### src/rtl/sap_core.sv
// SAP-style CPU core: PC, A/B, IR, MAR, RAM, ALU+flags, variable-length microcode, one T-state per step_en edge.
// Latency 3-5 enabled edges per instruction; step_en stalls the sequencer, prog_mode holds it cleared.
module sap_core #(
    parameter int DATA_W = 8,
    parameter int ADDR_W = 4
) (
    input  logic              clk,
    input  logic              rst,
    input  logic              step_en,
    input  logic              prog_mode,
    input  logic              prog_we,
    input  logic [ADDR_W-1:0] prog_addr,
    input  logic [DATA_W-1:0] prog_data,
    output logic [DATA_W-1:0] out_data,
    output logic              out_valid,
    output logic              halted,
    output logic              cf,
    output logic              zf,
    output logic [ADDR_W-1:0] pc_dbg
);
    typedef enum logic [2:0] {T0, T1, T2, T3, T4} tstate_t;

    localparam logic [3:0] OP_LDA = 4'h1, OP_ADD = 4'h2, OP_SUB = 4'h3, OP_STA = 4'h4;
    localparam logic [3:0] OP_LDI = 4'h5, OP_JMP = 4'h6, OP_JC  = 4'h7, OP_JZ  = 4'h8;
    localparam logic [3:0] OP_ADI = 4'h9, OP_SBI = 4'hA, OP_OUT = 4'hE, OP_HLT = 4'hF;

    logic [DATA_W-1:0] ram_q [2**ADDR_W];
    logic [ADDR_W-1:0] pc_q, mar_q, ir_arg_q;
    logic [3:0]        ir_op_q;
    logic [DATA_W-1:0] a_q, b_q, out_q;
    logic              cf_q, zf_q, outv_q, halt_q;
    tstate_t           t_q, t_d, t_last;

    logic [DATA_W-1:0] ram_rd, imm, b_eff, ram_wd;
    logic [DATA_W:0]   alu_sum;
    logic [ADDR_W-1:0] ram_wa;
    logic              is_sub, advance, ram_we;

    // Only opcode and operand are kept; the bits between them are ignored.
    assign ram_rd  = ram_q[mar_q];
    assign imm     = {{(DATA_W-ADDR_W){1'b0}}, ir_arg_q};
    assign is_sub  = (ir_op_q == OP_SUB) || (ir_op_q == OP_SBI);
    assign b_eff   = is_sub ? ~b_q : b_q;
    assign alu_sum = {1'b0, a_q} + {1'b0, b_eff} + {{DATA_W{1'b0}}, is_sub};
    assign advance = step_en && !halt_q;

    always_comb begin
        case (ir_op_q)
            OP_LDA, OP_STA, OP_ADI, OP_SBI: t_last = T3;
            OP_ADD, OP_SUB:                 t_last = T4;
            default:                        t_last = T2;
        endcase
        t_d = (t_q == t_last) ? T0 : tstate_t'(t_q + 3'd1);
    end

    always_comb begin
        ram_we = 1'b0;
        ram_wa = mar_q;
        ram_wd = a_q;
        if (rst) begin
            if (prog_mode) begin
                ram_we = prog_we;
                ram_wa = prog_addr;
                ram_wd = prog_data;
            end else begin
                ram_we = advance && (t_q == T3) && (ir_op_q == OP_STA);
            end
        end
    end

    always_ff @(posedge clk) begin
        if (ram_we) ram_q[ram_wa] <= ram_wd;
    end

    always_ff @(posedge clk) begin
        outv_q <= 1'b0;
        if (!rst) begin
            pc_q <= '0; mar_q <= '0; ir_op_q <= '0; ir_arg_q <= '0;
            a_q <= '0; b_q <= '0; out_q <= '0;
            cf_q <= 1'b0; zf_q <= 1'b0; halt_q <= 1'b0; t_q <= T0;
        end else if (prog_mode) begin
            pc_q <= '0; mar_q <= '0; ir_op_q <= '0; ir_arg_q <= '0;
            a_q <= '0; b_q <= '0;
            cf_q <= 1'b0; zf_q <= 1'b0; halt_q <= 1'b0; t_q <= T0;
        end else if (advance) begin
            t_q <= t_d;
            case (t_q)
                T0: mar_q <= pc_q;
                T1: begin
                    ir_op_q  <= ram_rd[DATA_W-1 -: 4];
                    ir_arg_q <= ram_rd[ADDR_W-1:0];
                    pc_q     <= pc_q + ADDR_W'(1);
                end
                T2: case (ir_op_q)
                    OP_LDA, OP_ADD, OP_SUB, OP_STA: mar_q <= ir_arg_q;
                    OP_LDI:         a_q <= imm;
                    OP_JMP:         pc_q <= ir_arg_q;
                    OP_JC:          if (cf_q) pc_q <= ir_arg_q;
                    OP_JZ:          if (zf_q) pc_q <= ir_arg_q;
                    OP_ADI, OP_SBI: b_q <= imm;
                    OP_OUT: begin
                        out_q  <= a_q;
                        outv_q <= 1'b1;
                    end
                    OP_HLT:         halt_q <= 1'b1;
                    default: ;
                endcase
                T3: case (ir_op_q)
                    OP_LDA:         a_q <= ram_rd;
                    OP_ADD, OP_SUB: b_q <= ram_rd;
                    OP_ADI, OP_SBI: begin
                        a_q  <= alu_sum[DATA_W-1:0];
                        cf_q <= alu_sum[DATA_W];
                        zf_q <= (alu_sum[DATA_W-1:0] == '0);
                    end
                    default: ;
                endcase
                T4: if (ir_op_q == OP_ADD || ir_op_q == OP_SUB) begin
                    a_q  <= alu_sum[DATA_W-1:0];
                    cf_q <= alu_sum[DATA_W];
                    zf_q <= (alu_sum[DATA_W-1:0] == '0);
                end
                default: ;
            endcase
        end
    end

    assign out_data  = out_q;
    assign out_valid = outv_q;
    assign halted    = halt_q;
    assign cf        = cf_q;
    assign zf        = zf_q;
    assign pc_dbg    = pc_q;
endmodule

### config.mk
export PLATFORM = sky130hd
export DESIGN_NAME = sap_core
export DESIGN_NICKNAME = d
export VERILOG_FILES = /design/src/rtl/sap_core.sv
export SDC_FILE = /design/constraint.sdc
export NUM_CORES = 1
export LEC_CHECK = 0
export BUFFER_PORTS_ARGS = -buffer_cell sky130_fd_sc_hd__buf_2
export CORE_MARGIN = 1
export CORE_UTILIZATION = 61
export DETAILED_ROUTE_END_ITERATION = 7
export GPL_ROUTABILITY_DRIVEN = 1
export MAX_ROUTING_LAYER = met4
export PLACE_DENSITY_LB_ADDON = 0.05
export REMOVE_ABC_BUFFERS = 1
export SLEW_MARGIN = 25
export SYNTH_ARGS = -nofsm -noshare
export SYNTH_HDL_FRONTEND = slang
export SYNTH_SLANG_ARGS = --single-unit
### constraint.sdc
create_clock -name clk -period 4.05 [get_ports clk]
set_input_delay 0.2025 -clock clk [delete_from_list [all_inputs] [get_ports clk]]
set_output_delay 0.2025 -clock clk [all_outputs]
set_load 0.02 [all_outputs]
==> results of run 1 <==
[state kept, by name, summed over array words and instances (netlist names), 3 cells and up, named ones only]
| name | cells |
|---|---|
| a_q | 8 |
| b_q | 8 |
| ir_arg_q | 4 |
| ir_op_q | 4 |
| mar_q | 4 |
| out_data | 8 |
| pc_dbg | 4 |
| ram_q | 128 |
| t_q | 3 |
[kinds of logic after synthesis]
kind of cell | after synthesis | synth area share, %
AOI/OAI and AO/OA | 103 | 8.608
muxes | 62 | 13.28
xor gates and xnor gates | 18 | 1.958
and+or+nand+nor | 176 | 10.30
DFF | 179 | 60.41
adders and majority gates | 16 | 2.579
buffers and inverters | 47 | 2.859
[worst paths after layout]
check	endpoint	cells after the start	start	slack (ns)
max	zf	11	ir_op_q[0]	0.69
min	out_data[1]	3	rst	0.18
max reg2reg	zf	11	ir_op_q[0]	0.69
min reg2reg	b_q[4]	2	b_q[4]	0.47
[area by class of cell]
class	instances	area (µm²)	share of cell area [%]
clock inverter	14	162.7	1.824
clock buffer	18	429.2	4.812
sequential	179	4866	54.56
multi-input combinational	375	2958	33.17
tap	172	215.2	2.413
timing repair buffer	41	227.7	2.553
inverter	16	60.06	0.6734
[critical path: stages, from the launching register on]
cell and delay (ns):
dfxtp_1 0.58, xnor2_1 0.16, or3_1 0.50, xnor2_1 0.27, inv_1 0.09, fa_1 0.39, nand2b_1 0.16, a21oi_1 0.21
xor2_1 0.13, or4b_1 0.48, nor4_1 0.18, a21o_1 0.15
[synth_stat cells (8+ instances only)]
library cell	instances	area share [%]
mux4_2	31	8.7
a211oi_1	9	0.84
a21oi_1	38	2.4
nand2_1	53	2.5
nand3_1	13	0.81
nor2b_1	13	1.0
dfxtp_1	51	13
mux2_2	10	1.4
clkbuf_1	14	0.65
buf_2	10	0.62
ha_1	15	2.3
edfxtp_1	128	48
mux2i_1	18	2.2
a31oi_1	11	0.85
inv_1	14	0.65
nand2b_1	9	0.70
o21ai_0	8	0.50
nor2_1	58	2.7
xnor2_1	16	1.7
[power by group through the flow]
stage	clock (mW)	sequential, mW	combinational (mW)
after floorplan	0	2.02	0.0923
after global placement	0	2.02	0.152
after detailed placement	0	2.02	0.154
after CTS	1.68	1.98	0.156
after global routing	1.74	1.98	0.168
final	1.67	1.98	0.157
[layer usage]
metal  wire length, µm  track usage, %
met3              1317           5.252
met4               566           13.33
met2              9447           50.06
met1              7570           38.93
met5                 0               -
[per-stage QoR]
step / instances / cell area, µm²
5_1_grt: 815 / 8919
3_3_place_gp: 783 / 8327
4_1_cts: 815 / 8919
3_5_place_dp: 783 / 8327
2_1_floorplan: 570 / 7883
6_report: 815 / 8919
==> reports/results.ini, run 1 <==
[layout]
diodes=0
nets=663
nFillCells=883
fin_util_pct=70.10
final_cell_mix=edfxtp_1, nor2_1, nand2_1, dfxtp_1, a21oi_1
area_growth_pct=10.75
layout_commonest_cell=edfxtp_1
layout-drive-gt1-share_pct=19.28

[power_and_ir_drop]
p_seq_share_pct=52.0
irDropWorstVdd_uv=516.2
p_leak_nw=2.966
total_power_mw=3.810
p_switching_mw=0.8558
pwr-share-clk_pct=43.9
switching_share_pct=22.46
comb_power_share_pct=4.1
powerDensity_nw_per_um2=427.2
p_int_mw=2.954

[synthesis]
yosys_register_bits=179
synthDistinctLibCells=61
synth_edf_count=128
avgSynthCellArea_um2=13.40
yosysWarningCount=0
synthesis.area_um2=8053
synthFlopType=edfxtp_1
ys_seq_area_share_pct=60.41
async_flop_share_pct=0
syn_inst=601

[sta]
slew_violations=0
period_minus_slack_ns=3.360
setup_slack_ns=0.6897
skew_ns=0.01149
rsz0062_at_grt=no
fin_setup_tns_ns=0
max_slew.worst_pin.slew_ns=0.9332
fmax_mhz=297.6
fin_crit_sh_pct=82.97
setup_viol=0
hold_viol_final=0
relSlewSlack_pct=37.56
holdWs_ns=0.1826

[critical_path]
path_class=reg2reg
required_ns=4.42
cp-end-kind=register
path_max_fanout=13
critPathLaunchType=register
arrival_ns=3.73

[run]
cap_viol_max_count=0

[clocking]
cts_hold_buf=0
htreeDepth=4
clkLatencyLatePin_ns=0.43
cts_resized=0
clkSinkCount=179
cts_tree=yes
cts-root-buf=clkbuf_16
cts.path.max_buffers=2
clk_pin_slew_worst_paths_ns=0.07
cts_buffers=17
postCtsSetupBuffers=0

[floorplan]
start_util_pct=63.30
io_pins=33
core.rowCount=41
die_h_um=116.9
die_w_um=116.9
die_area_um2=13660
core_um2=12720

[global_routing]
grt_use_total_pct=30.94
grt_pass1_vias=4991
grt_pass1_wl_um=28600
grt_max_degree=30
antenna_found_initial=0
gr-total-overflow=0

[drt]
drc_errors=0
firstDrtPassIters=5
wirelength_um=18900
avgViaCountPerCell=6.232
vias=5079
first_iter_violations=538
wire_per_inst_um=23.19
ant_nets=0

[min_path]
hp-class=in2reg

[placement]
port_buffers=32
place_hpwl_um=12740
gp_congestion=0.8488
post-place-ws_ns=0.6822

[status]
outcome=finished, final reports clean

(Power assumes the default switching activity.)
==> inputs of run 2 (changes only) <==
- clock period: 4.05 -> 3.1 ns (I/O delays scaled with it)
==> run 2 against run 1 <==
Net effect: final cell count grew 3.2%; register-to-register slack lost 0.46 ns; largest cell class unchanged; fmax grew 17%; highest routed layer unchanged; critical endpoint unchanged; hold slack lost 0.059 ns.
==> reports/results.ini, run 2 (same netlist as run 1, synthesis figures left out) <==
[critical_path]
arrival_ns=3.25
cpLargestDelayFamily=simple AND/OR/NAND/NOR gates
crit_top_cell=xnor2_1
cp-end-kind=register
rrSetupSlack_ns=0.23
required_ns=3.47
cp_cell_sequence=xnor2_1 > or3_1 > xnor2_1 > inv_1 > fa_1 > nand2b_1 > a21oi_1 > xor2_1 > or4b_1 > nor4_1 > a21o_1
slowest_stage=or4b_1
path_class=reg2reg
path_max_fanout=3
slowest_delay_ns=0.46
path_buf_inv=1
critPathLaunchType=register

[layout]
regMostFlops=ram_q
largest_reg_flops=128
diodes=0
layout-drive-gt1-share_pct=22.42
fin_area_um2=9071
layoutNonFillerInstCount=841
final_cell_mix=edfxtp_1, nor2_1, nand2_1, dfxtp_1, a21oi_1
fin_util_pct=71.30
area_growth_pct=12.65
nets=689
layout_commonest_cell=edfxtp_1

[floorplan]
start_util_pct=63.30
core_um2=12720
die_area_um2=13660
die_h_um=116.9
die_w_um=116.9
core.rowCount=41
io_pins=33

[clocking]
htreeDepth=4
postCtsSetupBuffers=0
clkLatencyLatePin_ns=0.43
cts.path.max_buffers=2
clkSinkCount=179
cts_tree=yes
cts_hold_buf=0
cts-root-buf=clkbuf_16
cts_resized=0
clk_pin_slew_worst_paths_ns=0.07
cts_buffers=17

[power_and_ir_drop]
powerDensity_nw_per_um2=526.4
irDropWorstVdd_uv=465.8
p_leak_nw=3.085

[sta]
holdWs_ns=0.1231
fmax_mhz=347.9
slew_violations=0
hold_viol_final=0
relSlewSlack_pct=54.60
period_minus_slack_ns=2.875
setup_viol=0
fin_crit_sh_pct=92.73
rsz0062_at_grt=no
max_slew.worst_pin.slew_ns=0.6749
skew_ns=0.01325

[placement]
port_buffers=32
place_hpwl_um=12930
place_area_um2=8522
gp_congestion=0.9376
dp_cells=809

[status]
outcome=finished, final reports clean

[drt]
wirelength_um=18460
firstDrtPassIters=5
first_iter_violations=535
ant_nets=0
vias=5212
drc_errors=0
avgViaCountPerCell=6.197
wire_per_inst_um=21.95

[global_routing]
grt_max_degree=30
grt_pass1_vias=4986
grt_use_total_pct=29.88
antenna_found_initial=0
gr-total-overflow=0
grt_pass1_wl_um=27670

[run]
cap_viol_max_count=0

[min_path]
hp-class=in2reg

[run 2: changes by cell type in the layout (fill, tap and decap cells not counted)]
cell        change
bufinv_16       -2
clkinv_1        +1
clkbuf_1        -1
clkinv_4        +3
inv_8           -2
clkinvlp_4      -1
clkinv_8        +1
buf_4          +26
clkinvlp_2      +1
[run 2: stage by stage]
| stage | setup WS, ns | power, mW | setup TNS (ns) |
|---|---|---|---|
| 2_1_floorplan | -0.07825 | 2.760 | -0.07825 |
| 3_3_place_gp | 0.3330 | 2.833 | 0 |
| 6_report | 0.2253 | 4.775 | 0 |
| 3_5_place_dp | 0.2522 | 2.839 | 0 |
| 4_1_cts | 0.2340 | 4.790 | 0 |
| 5_1_grt | 0.008170 | 4.888 | 0 |
[run 2: path summary, 6_finish.rpt]
check,endpoint,cells past startpoint,startpoint
worst min register to register,b_q[5],2,b_q[5]
worst max-delay path,zf,11,ir_op_q[0]
worst min-delay path,out_valid,3,rst
worst max register to register,zf,11,ir_op_q[0]
[run 2: metal layers]
metal  track usage [%]  wire, µm
met5                 -         0
met4             11.48       378
met3             5.458       867
met2             49.31      9410
met1             37.01      7807
[run 2: area by class of cell]
class	count	area, µm²
Sequential cell	179	4866
Fill cell	903	3651
Multi-Input combinational cell	375	2958
Clock buffer	17	425.4
Timing Repair Buffer	67	422.9
Tap cell	172	215.2
Clock inverter	15	123.9
Inverter	16	60.06
[run 2: worst register-to-register path, cell delays in order, from the launching register on]
cell and delay, ns:
dfxtp_1 0.32, xnor2_1 0.15, or3_1 0.36, xnor2_1 0.21, inv_1 0.08, fa_1 0.41
nand2b_1 0.17, a21oi_1 0.21, xor2_1 0.12, or4b_1 0.46, nor4_1 0.18, a21o_1 0.15
[run 2: where the power goes]
part / switching, mW / leakage (nW) / internal [mW]
clock: 0.941 / 0.272 / 1.05
combinational: 0.125 / 1.30 / 0.0797
sequential: 0.0164 / 1.51 / 2.57
total: 1.08 / 3.08 / 3.69
